`src/rtl/spi_pkg.sv`:
```
`default_nettype none
// +----------------------------------------------------------------------+
// | Module      : spi_pkg                                                |
// | Description : Shared frame geometry, register map and FSM states for |
// |               the SPI initiator and its sub-blocks.                  |
// | Revision    : 1.0 - initial release                                  |
// +----------------------------------------------------------------------+
package spi_pkg;

   localparam int SPI_FRAME_W = 16;
   localparam int SPI_ADDR_W  = 7;
   localparam int SPI_DATA_W  = 8;

   // Position of the read/write flag in the frame and its encodings
   localparam int   SPI_RW_BIT = 15;
   localparam logic SPI_WRITE  = 1'b1;
   localparam logic SPI_READ   = 1'b0;

   // Peripheral register map
   localparam logic [SPI_ADDR_W-1:0] EN_OUT_7_0  = 7'h00;
   localparam logic [SPI_ADDR_W-1:0] EN_OUT_15_8 = 7'h01;
   localparam logic [SPI_ADDR_W-1:0] EN_PWM_7_0  = 7'h02;
   localparam logic [SPI_ADDR_W-1:0] EN_PWM_15_8 = 7'h03;
   localparam logic [SPI_ADDR_W-1:0] PWM_DUTY    = 7'h04;

   typedef enum logic [2:0] {
      ST_IDLE  = 3'd0,
      ST_SETUP = 3'd1,
      ST_SHIFT = 3'd2,
      ST_HOLD  = 3'd3,
      ST_GAP   = 3'd4
   } spi_state_e;

   // Largest of three phase lengths, used to size the shared phase counter
   function automatic int spi_max3(input int a, input int b, input int c);
      int m;
      m = a;
      if (b > m) m = b;
      if (c > m) m = c;
      return m;
   endfunction

endpackage
`default_nettype wire

```
`src/rtl/spi_sclk_gen.sv`:
```
`default_nettype none
// +----------------------------------------------------------------------+
// | Module      : spi_sclk_gen                                           |
// | Description : SCLK divider. Produces the idle-low SCLK level and     |
// |               one-cycle strobes on the cycle before each edge.       |
// | Revision    : 1.0 - initial release                                  |
// +----------------------------------------------------------------------+
module spi_sclk_gen #(
   parameter int CLK_DIV = 4
) (
   input  logic clk,
   input  logic rst_n,
   input  logic en,
   output logic sclk,
   output logic rise_tick,
   output logic fall_tick
);

   localparam int DIV_W = (CLK_DIV > 1) ? $clog2(CLK_DIV) : 1;
   localparam logic [DIV_W-1:0] DIV_LAST = DIV_W'(CLK_DIV - 1);

   logic [DIV_W-1:0] div_q, div_d;
   logic             sclk_q, sclk_d;

   // Count out each half-period; toggle SCLK at wrap, park low when disabled
   always_comb begin
      div_d     = '0;
      sclk_d    = 1'b0;
      rise_tick = 1'b0;
      fall_tick = 1'b0;
      if (en) begin
         if (div_q == DIV_LAST) begin
            div_d     = '0;
            sclk_d    = ~sclk_q;
            rise_tick = ~sclk_q;
            fall_tick = sclk_q;
         end else begin
            div_d  = div_q + 1'b1;
            sclk_d = sclk_q;
         end
      end
   end

   // Divider and SCLK level registers
   always_ff @(posedge clk or negedge rst_n) begin
      if (!rst_n) begin
         div_q  <= '0;
         sclk_q <= 1'b0;
      end else begin
         div_q  <= div_d;
         sclk_q <= sclk_d;
      end
   end

   assign sclk = sclk_q;

endmodule
`default_nettype wire

```
`src/rtl/spi_controller.sv`:
```
`default_nettype none
// +----------------------------------------------------------------------+
// | Module      : spi_controller                                         |
// | Description : SPI mode-0 initiator. One request becomes one 16-bit   |
// |               {rw, addr, data} frame under a single nCS low period.  |
// | Revision    : 1.0 - initial release                                  |
// +----------------------------------------------------------------------+
module spi_controller
   import spi_pkg::*;
#(
   parameter int CLK_DIV  = 4,
   parameter int CS_SETUP = 2,
   parameter int CS_HOLD  = 2,
   parameter int CS_GAP   = 4
) (
   input  logic                  clk,
   input  logic                  rst_n,
   input  logic                  req_valid,
   output logic                  req_ready,
   input  logic                  req_write,
   input  logic [SPI_ADDR_W-1:0] req_addr,
   input  logic [SPI_DATA_W-1:0] req_wdata,
   output logic                  rsp_valid,
   output logic [SPI_DATA_W-1:0] rsp_rdata,
   output logic                  busy,
   output logic                  sclk,
   output logic                  copi,
   output logic                  ncs,
   input  logic                  cipo
);

   localparam int CNT_MAX = spi_max3(CS_SETUP, CS_HOLD, CS_GAP);
   localparam int CNT_W   = $clog2(CNT_MAX + 1);
   localparam logic [CNT_W-1:0] SETUP_LD = CNT_W'(CS_SETUP - 1);
   localparam logic [CNT_W-1:0] HOLD_LD  = CNT_W'(CS_HOLD - 1);
   localparam logic [CNT_W-1:0] GAP_LD   = CNT_W'(CS_GAP - 1);

   spi_state_e                 state_q, state_d;
   logic [CNT_W-1:0]           cnt_q, cnt_d;
   logic [3:0]                 bit_q, bit_d;
   logic [SPI_FRAME_W-1:0]     shift_q, shift_d;
   logic                       is_write_q, is_write_d;
   logic                       cap_arm_q, cap_arm_d;
   logic [SPI_DATA_W-1:0]      rx_q, rx_d;
   logic [SPI_DATA_W-1:0]      rdata_q, rdata_d;
   logic                       rsp_valid_q, rsp_valid_d;
   logic                       ncs_q, ncs_d;
   logic                       cipo_meta_q, cipo_sync_q;
   logic                       sclk_en, sclk_rise, sclk_fall;

   assign sclk_en = (state_q == ST_SHIFT);

   spi_sclk_gen #(
      .CLK_DIV   (CLK_DIV)
   ) u_sclk_gen (
      .clk       (clk),
      .rst_n     (rst_n),
      .en        (sclk_en),
      .sclk      (sclk),
      .rise_tick (sclk_rise),
      .fall_tick (sclk_fall)
   );

   // Two-flop synchronizer for the asynchronous peripheral data line
   always_ff @(posedge clk or negedge rst_n) begin
      if (!rst_n) begin
         cipo_meta_q <= 1'b0;
         cipo_sync_q <= 1'b0;
      end else begin
         cipo_meta_q <= cipo;
         cipo_sync_q <= cipo_meta_q;
      end
   end

   // Frame sequencing: next state, shift/capture and response generation
   always_comb begin
      state_d     = state_q;
      cnt_d       = cnt_q;
      bit_d       = bit_q;
      shift_d     = shift_q;
      is_write_d  = is_write_q;
      cap_arm_d   = cap_arm_q;
      rx_d        = rx_q;
      rdata_d     = rdata_q;
      rsp_valid_d = 1'b0;
      ncs_d       = ncs_q;
      unique case (state_q)
         ST_IDLE: begin
            if (req_valid && req_ready) begin
               state_d    = ST_SETUP;
               cnt_d      = SETUP_LD;
               bit_d      = 4'd15;
               shift_d    = {req_write, req_addr, req_wdata};
               is_write_d = req_write;
               cap_arm_d  = 1'b0;
               rx_d       = '0;
               ncs_d      = 1'b0;
            end
         end
         ST_SETUP: begin
            if (cnt_q == '0) state_d = ST_SHIFT;
            else             cnt_d   = cnt_q - 1'b1;
         end
         ST_SHIFT: begin
            // Arm capture on the rising edge of the data-byte bits only
            if (sclk_rise) cap_arm_d = (bit_q < 4'd8);
            // Last high cycle: capture CIPO, then advance COPI as SCLK falls
            if (sclk_fall) begin
               if (cap_arm_q) rx_d = {rx_q[SPI_DATA_W-2:0], cipo_sync_q};
               if (bit_q == 4'd0) begin
                  state_d = ST_HOLD;
                  cnt_d   = HOLD_LD;
               end else begin
                  bit_d   = bit_q - 1'b1;
                  shift_d = {shift_q[SPI_FRAME_W-2:0], 1'b0};
               end
            end
         end
         ST_HOLD: begin
            if (cnt_q == '0) begin
               state_d     = ST_GAP;
               cnt_d       = GAP_LD;
               ncs_d       = 1'b1;
               shift_d     = '0;
               rsp_valid_d = 1'b1;
               if (!is_write_q) rdata_d = rx_q;
            end else begin
               cnt_d = cnt_q - 1'b1;
            end
         end
         ST_GAP: begin
            if (cnt_q == '0) state_d = ST_IDLE;
            else             cnt_d   = cnt_q - 1'b1;
         end
         default: begin
            state_d = ST_IDLE;
            ncs_d   = 1'b1;
            shift_d = '0;
         end
      endcase
   end

   // State and datapath registers; reset forces the bus idle immediately
   always_ff @(posedge clk or negedge rst_n) begin
      if (!rst_n) begin
         state_q     <= ST_IDLE;
         cnt_q       <= '0;
         bit_q       <= 4'd0;
         shift_q     <= '0;
         is_write_q  <= 1'b0;
         cap_arm_q   <= 1'b0;
         rx_q        <= '0;
         rdata_q     <= '0;
         rsp_valid_q <= 1'b0;
         ncs_q       <= 1'b1;
      end else begin
         state_q     <= state_d;
         cnt_q       <= cnt_d;
         bit_q       <= bit_d;
         shift_q     <= shift_d;
         is_write_q  <= is_write_d;
         cap_arm_q   <= cap_arm_d;
         rx_q        <= rx_d;
         rdata_q     <= rdata_d;
         rsp_valid_q <= rsp_valid_d;
         ncs_q       <= ncs_d;
      end
   end

   assign req_ready = (state_q == ST_IDLE);
   assign busy      = (state_q != ST_IDLE);
   assign copi      = shift_q[SPI_RW_BIT];
   assign ncs       = ncs_q;
   assign rsp_valid = rsp_valid_q;
   assign rsp_rdata = rdata_q;

endmodule
`default_nettype wire

```
`config.mk`:
```
export PLATFORM = sky130hd
export DESIGN_NAME = spi_controller
export DESIGN_NICKNAME = d
export VERILOG_FILES = /design/src/rtl/spi_pkg.sv /design/src/rtl/spi_sclk_gen.sv /design/src/rtl/spi_controller.sv
export SDC_FILE = /design/constraint.sdc
export NUM_CORES = 1
export LEC_CHECK = 0
export ABC_AREA = 0
export CORE_AREA = 10 10 87 89
export DETAILED_ROUTE_END_ITERATION = 10
export DIE_AREA = 0 0 97 99
export MAX_ROUTING_LAYER = met4
export PLACE_DENSITY = 0.73
export SLEW_MARGIN = 20
export SYNTH_ARGS = -nofsm -noshare
export SYNTH_HDL_FRONTEND = slang
export SYNTH_HIERARCHICAL = 1
export SYNTH_SLANG_ARGS = --single-unit
```
`constraint.sdc`:
```
create_clock -name clk -period 2.4 [get_ports clk]
set_input_delay 0.24 -clock clk [delete_from_list [all_inputs] [get_ports clk]]
set_output_delay 0.24 -clock clk [all_outputs]
set_load 0.1 [all_outputs]
```
## Word level (Yosys, flattened, before mapping)

Index checks and enable logic that the tools add are counted.
W data, S select, Z words.

- $add $sub $neg: 3
- Multiply operators: 0
- Div/mod/pow operators: 0
- $lt $le $gt $ge: 1
- Eq/ne operators: 16
- Shift operators: 0
- Mux-type cells: 40
- Bitwise gates (word level): 4
- Reductions and logical operators: 18

Operators by type and width:

| cell | count |
|---|---|
| $mux W16 | 4 |
| $pmux W16 S4 | 1 |
| $mux W3 | 10 |
| $mux W8 | 3 |
| $pmux W8 S2 | 1 |
| $pmux W3 S5 | 1 |
| $mux W4 | 3 |
| $ne A2 B2 Y1 const B | 6 |
| $pmux W3 S4 | 1 |
| $mux W1 | 11 |
| $ne A2 B1 Y1 const B | 5 |
| $reduce_and A5 Y1 | 2 |
| $reduce_and A3 Y1 | 3 |
| $pmux W4 S2 | 1 |
| $reduce_and A4 Y1 | 2 |
| $eq A3 B2 Y1 const B | 2 |
| $logic_not A3 Y1 | 2 |
| $reduce_and A6 Y1 | 1 |
| $logic_not A4 Y1 | 1 |
| $lt A4 B4 Y1 const B | 1 |
| $mux W2 | 2 |
| $not A1 Y1 | 4 |
| $reduce_bool A4 Y1 | 1 |
| $sub A4 B1 Y4 const B | 1 |
| other kinds (13) | 13 |

- Register bits after elaboration: 51
- Latch bits: 0
- Memory bits (writable): 0
- ROM bits: 0
- Logic and storage cells: 96
- Memories: 0

## Longest topological paths before layout

- Depth after elaboration: 5
- Mapped depth: 11

## Hierarchy

The synthesis kept the hierarchy.

By module, submodules not included:

| module | instances | cells each | area each (sq um) | sequential area each (sq um) |
|---|---|---|---|---|
| spi_controller | 1 | 217 | 2443.6 | 1202.4 |
| spi_sclk_gen | 1 | 11 | 146.4 | 75.1 |

## Worst setup path before layout

Ideal clock, no wire load.

- Path kind: flip-flop to flip-flop
- From: register state_q[1]
- To: register cap_arm_q
- Arrival: 4.628 ns
- Data required time: 2.273 ns
- Slack: -2.355 ns
- Stages on the path, launching flop included: 6
- Buffers on the path: 1
- Clock period less this slack: 4.755 ns
- Cell sequence: dfrtp_1 buf_4 nor3_1 inv_1 a21boi_0 o31ai_1

- Word-level cells in the longest chain between the ends: 4
- Elaborated cells on any way between the ends: 9

Ends and longest elaborated chain:

| what | line | text |
|---|---|---|
| start: declaration | spi_controller.sv:38 | `spi_state_e state_q, state_d;` |
| start signal: assignment | spi_controller.sv:157 | `state_q <= state_d;` |
| $logic_not A3 Y1 (*) | spi_controller.sv:170 | `assign req_ready = (state_q == ST_IDLE);` |
| via req_ready | spi_controller.sv:19 | `output logic req_ready,` |
| $logic_and A1 B1 Y1 | spi_controller.sv:89 | `if (req_valid && req_ready) begin` |
| $ne A2 B1 Y1 (no line) | n/a |  |
| $reduce_and A3 Y1 (no line) | n/a |  |
| end signal: assignment | spi_controller.sv:162 | `cap_arm_q <= cap_arm_d;` |
| end: declaration | spi_controller.sv:43 | `logic cap_arm_q, cap_arm_d;` |

Mark *: on every way through the listed nets, which the timed path passes. The rest lies on a longest branch.
A chain may end at the register's enable or synchronous reset.

## Final worst setup path

- From: register state_q[1]
- To: register shift_q[7]

- Word-level cells in the longest chain between the ends: 4
- Elaborated cells on any way between the ends: 15

Ends and longest elaborated chain:

| what | line | text |
|---|---|---|
| $eq A3 B2 Y1 | spi_controller.sv:51 | `assign sclk_en = (state_q == ST_SHIFT);` |
| $mux W1 | spi_sclk_gen.sv:31 | `if (en) begin` |
| via sclk_fall | spi_controller.sv:49 | `logic sclk_en, sclk_rise, sclk_fall;` |
| $ne A2 B1 Y1 (no line) | n/a |  |
| $reduce_and A5 Y1 (no line) | n/a |  |
| end signal: assignment | spi_controller.sv:160 | `shift_q <= shift_d;` |
| end: declaration | spi_controller.sv:41 | `logic [SPI_FRAME_W-1:0] shift_q, shift_d;` |

The timed path passes the listed nets, and every way through them passes these cells.

==> impl_metrics.csv <==
group,metric,value,unit
outcome,outcome,"complete, no violations",
run,maxCapViolCount,0,
synth,synth_top_area_share,48.3,%
setup_path,required,2600,ps
clock_network,cts_root_buffer,"clkbuf_8",
sta,skew,8.85,ps
sta,setup_violations,0,
sta,fin_hold_ws,353,ps
sta,hold_viol,0,
sta,maxSlewViolCount,0,
worst_hold_path,hold_class,"input port to register",
floorplanning,io_pins,34,
clock_network,clock_latency,310,ps
setup_path,rr_worst_depth,8,
clock_network,clockBufferDepth,2,
floorplanning,die_area,0.00960,sq mm
clock_network,cts_tree,"done",
placed_design,portBuffers,33,
placed_design,dp_worst_setup_slack,208,ps
placed_design,place.gp.congestion,0.813,
sta,rsz0062_at_grt,"no",
route,num_vias,1728,
route,drt-wirelength-per-cell,14.4,microns
route,drc,0,
sta,worst_slack,195,ps
setup_path,crit_fanout,16,
sta,period_needed,2200,ps
synth,synth_cell_type_count,49,
pwr,power.leakage,0.00146,uW
synth,synthArstFlopShare,100,%
setup_path,rrSetupSlack,200,ps
placed_design,dp_cells,334,
worst_hold_path,hold-path-cell-count,1,
sta,tightest_slew,595,ps
floorplanning,core-area,0.00585,sq mm
sta,fmax,454,MHz
global_route,grt_antenna_before_repair,0,
floorplanning,start_util,44.3,%
setup_path,crit_path_cell_trace,"nand2_1 -> inv_2 -> and3_2 -> nand2_1 -> and3_1 -> a211oi_4 -> buf_4 -> mux2_2",
floorplanning,die_h,99,microns
placed_design,place_hpwl,3780,microns
global_route,grt_pass1_vias,1733,
route,drtIter0Drc,77,
final_layout,drive_above_1_share,26.9,%
synth,synth_edf_count,0,
global_route,grt_pass1_wl,8580,microns
synth,synth_area_leader_cell,"dfrtp_1",
floorplanning,rows,28,
synth,synthTopCellsByArea,"dfrtp_1 48%, mux2_2 6.5%, mux2_4 6.4%",
final_layout,final_cells,343,
synth,synth_flop_cell,"dfrtp_1",
global_route,grt_usage,10.9,%
floorplanning,die_width,97,microns
synth,syn-num-nets,253,
route,drt-total-wl,4930,microns
clock_network,cts_setup_buffers,0,
setup_path,path_depth,8,
final_layout,syn2layout_area_growth,20.1,%
setup_path,worstSetupEndpointType,"register",
pwr,ir_worst_vdd,0.000788,V
setup_path,arrival,2400,ps
setup_path,slowest_delay,500,ps
route,drtPass1Iterations,4,
pwr,p_per_area,1330,mW/mm^2
synth,synthCells,228,
synth,yosysMostFrequentCell,"dfrtp_1",
synth,ys_top_cells_by_count,"50 x dfrtp_1, 29 x nand2_1, 19 x nor2_1",
clock_network,htree_num_levels,2,
setup_path,startpoint_type,"register",
final_layout,nFillCells,504,
sta,slew_headroom,60.3,%
synth,synth_area,0.00259,sq mm
synth,yosysSeqAreaShare,49.3,%
synth,synth-seq-cells,51,
setup_path,cp_common_cell,"nand2_1",
route,viasPerCell,5.04,
setup_path,cp_top_family,"simple AND/OR/NAND/NOR gates",
setup_path,path_class,"register to register",
setup_path,path_buf_inv,2,
clock_network,cts-buffers-inserted,5,
route,ant_nets,0,
synth,yosys_warnings,6,
final_layout,layout.nets,292,
global_route,grt_start_max_net_pins,27,
sta,period_share,91.9,%
clock_network,cts.clk_slew.worst_paths,100,ps
clock_network,clock_sinks,51,
setup_path,crit_path_top_delay_cell,"dfrtp_1",
pwr,finalPower,4120,uW
synth,syn_area_per_cell,11.4,sq um
final_layout,antenna_cells,0,
global_route,global_route.overflow_total,0,
==> logic make-up (layout without fill, tap and decap cells) <==
group                    count (synthesis)  after routing  synth area share, %
buffers and inverters                   22             62                 4.73
multiplexers                            42             42                 19.1
flip-flops                              51             51                 49.3
XOR/XNOR                                 2              2                 1.40
AO/OA/AOI/OAI                           33             33                 9.28
adder cells (fa/ha/maj)                  5              5                 2.42
AND/OR/NAND/NOR                         73             73                 13.8
==> timing repair <==
action,in CTS,in global routing
setup endpoints to repair,0,0
hold buffers,1,0
hold endpoints to repair,24,0
gates resized for setup,0,0
==> layout by cell type, fill, tap and decap left out, types with 3 or more instances in the layout <==
master,n
mux2i_1,16
buf_12,3
ha_1,5
nor2_1,19
dfrtp_1,50
mux2_2,15
mux2_4,11
inv_1,11
nand2_1,29
clkdlybuf4s50_1,18
clkbuf_8,5
o21ai_0,13
nand3_1,5
buf_4,19
==> sequential cells by signal, indices dropped and copies added (netlist names) <==
name,count
u_sclk_gen/div_q,2
rsp_valid,1
ncs,1
cipo_meta_q,1
cnt_q,3
u_sclk_gen/sclk,1
is_write_q,1
state_q,3
shift_q,16
rsp_rdata,8
rx_q,8
cap_arm_q,1
bit_q,4
cipo_sync_q,1
==> power by group <==
part           internal, uW  switching (uW)  total, uW
Combinational           971            1410       2380
Clock                   215             303        518
Sequential             1090             136       1220
Total                  2270            1850       4120
==> worst paths after layout <==
| check | from | endpoint |
|---|---|---|
| setup / recovery | state_q[1] | shift_q[7] |
| hold / removal | cipo | cipo_meta_q |
| setup reg to reg | state_q[1] | shift_q[7] |
| hold reg to reg | cipo_meta_q | cipo_sync_q |
| max in group asynchronous | rst_n | shift_q[9] |
| min in group asynchronous | rst_n | rsp_rdata[3] |
==> worst reg2reg max path: stages, from the launching register on <==
cell and delay [ps]:
dfrtp_1 500, nand2_1 160, inv_2 80, and3_2 190, nand2_1 80, and3_1 250
a211oi_4 150, buf_4 300, mux2_2 380
==> metrics by stage <==
stage          cell area (sq um)  utilization, %  setup TNS (ps)
6_report                    3110            53.2               0
3_3_place_gp                3010            51.4               0
2_1_floorplan               2600               -           -2210
4_1_cts                     3110            53.2               0
5_1_grt                     3110            53.2               0
3_5_place_dp                3010            51.4               0
==> per-layer routing <==
layer | up-vias | wire length (microns) | global-route usage [%]
met5 | - | 0 | -
met4 | 0 | 74 | 4.43
met3 | 6 | 130 | 1.47
met2 | 37 | 2530 | 17.6
met1 | 824 | 2200 | 13.6
li1 | 861 | - | -
==> layout make-up <==
type	instances	area, sq um	area share [%]
multi-input cells	155	1200	38.6
inverters	12	45.0	1.45
repair buffers	42	398	12.8
clock inverters	3	26.3	0.845
well taps	75	93.8	3.02
clock buffers	5	68.8	2.21
flip-flops and latches	51	1280	41.1
Note: power is estimated with default switching activity, not from simulation.
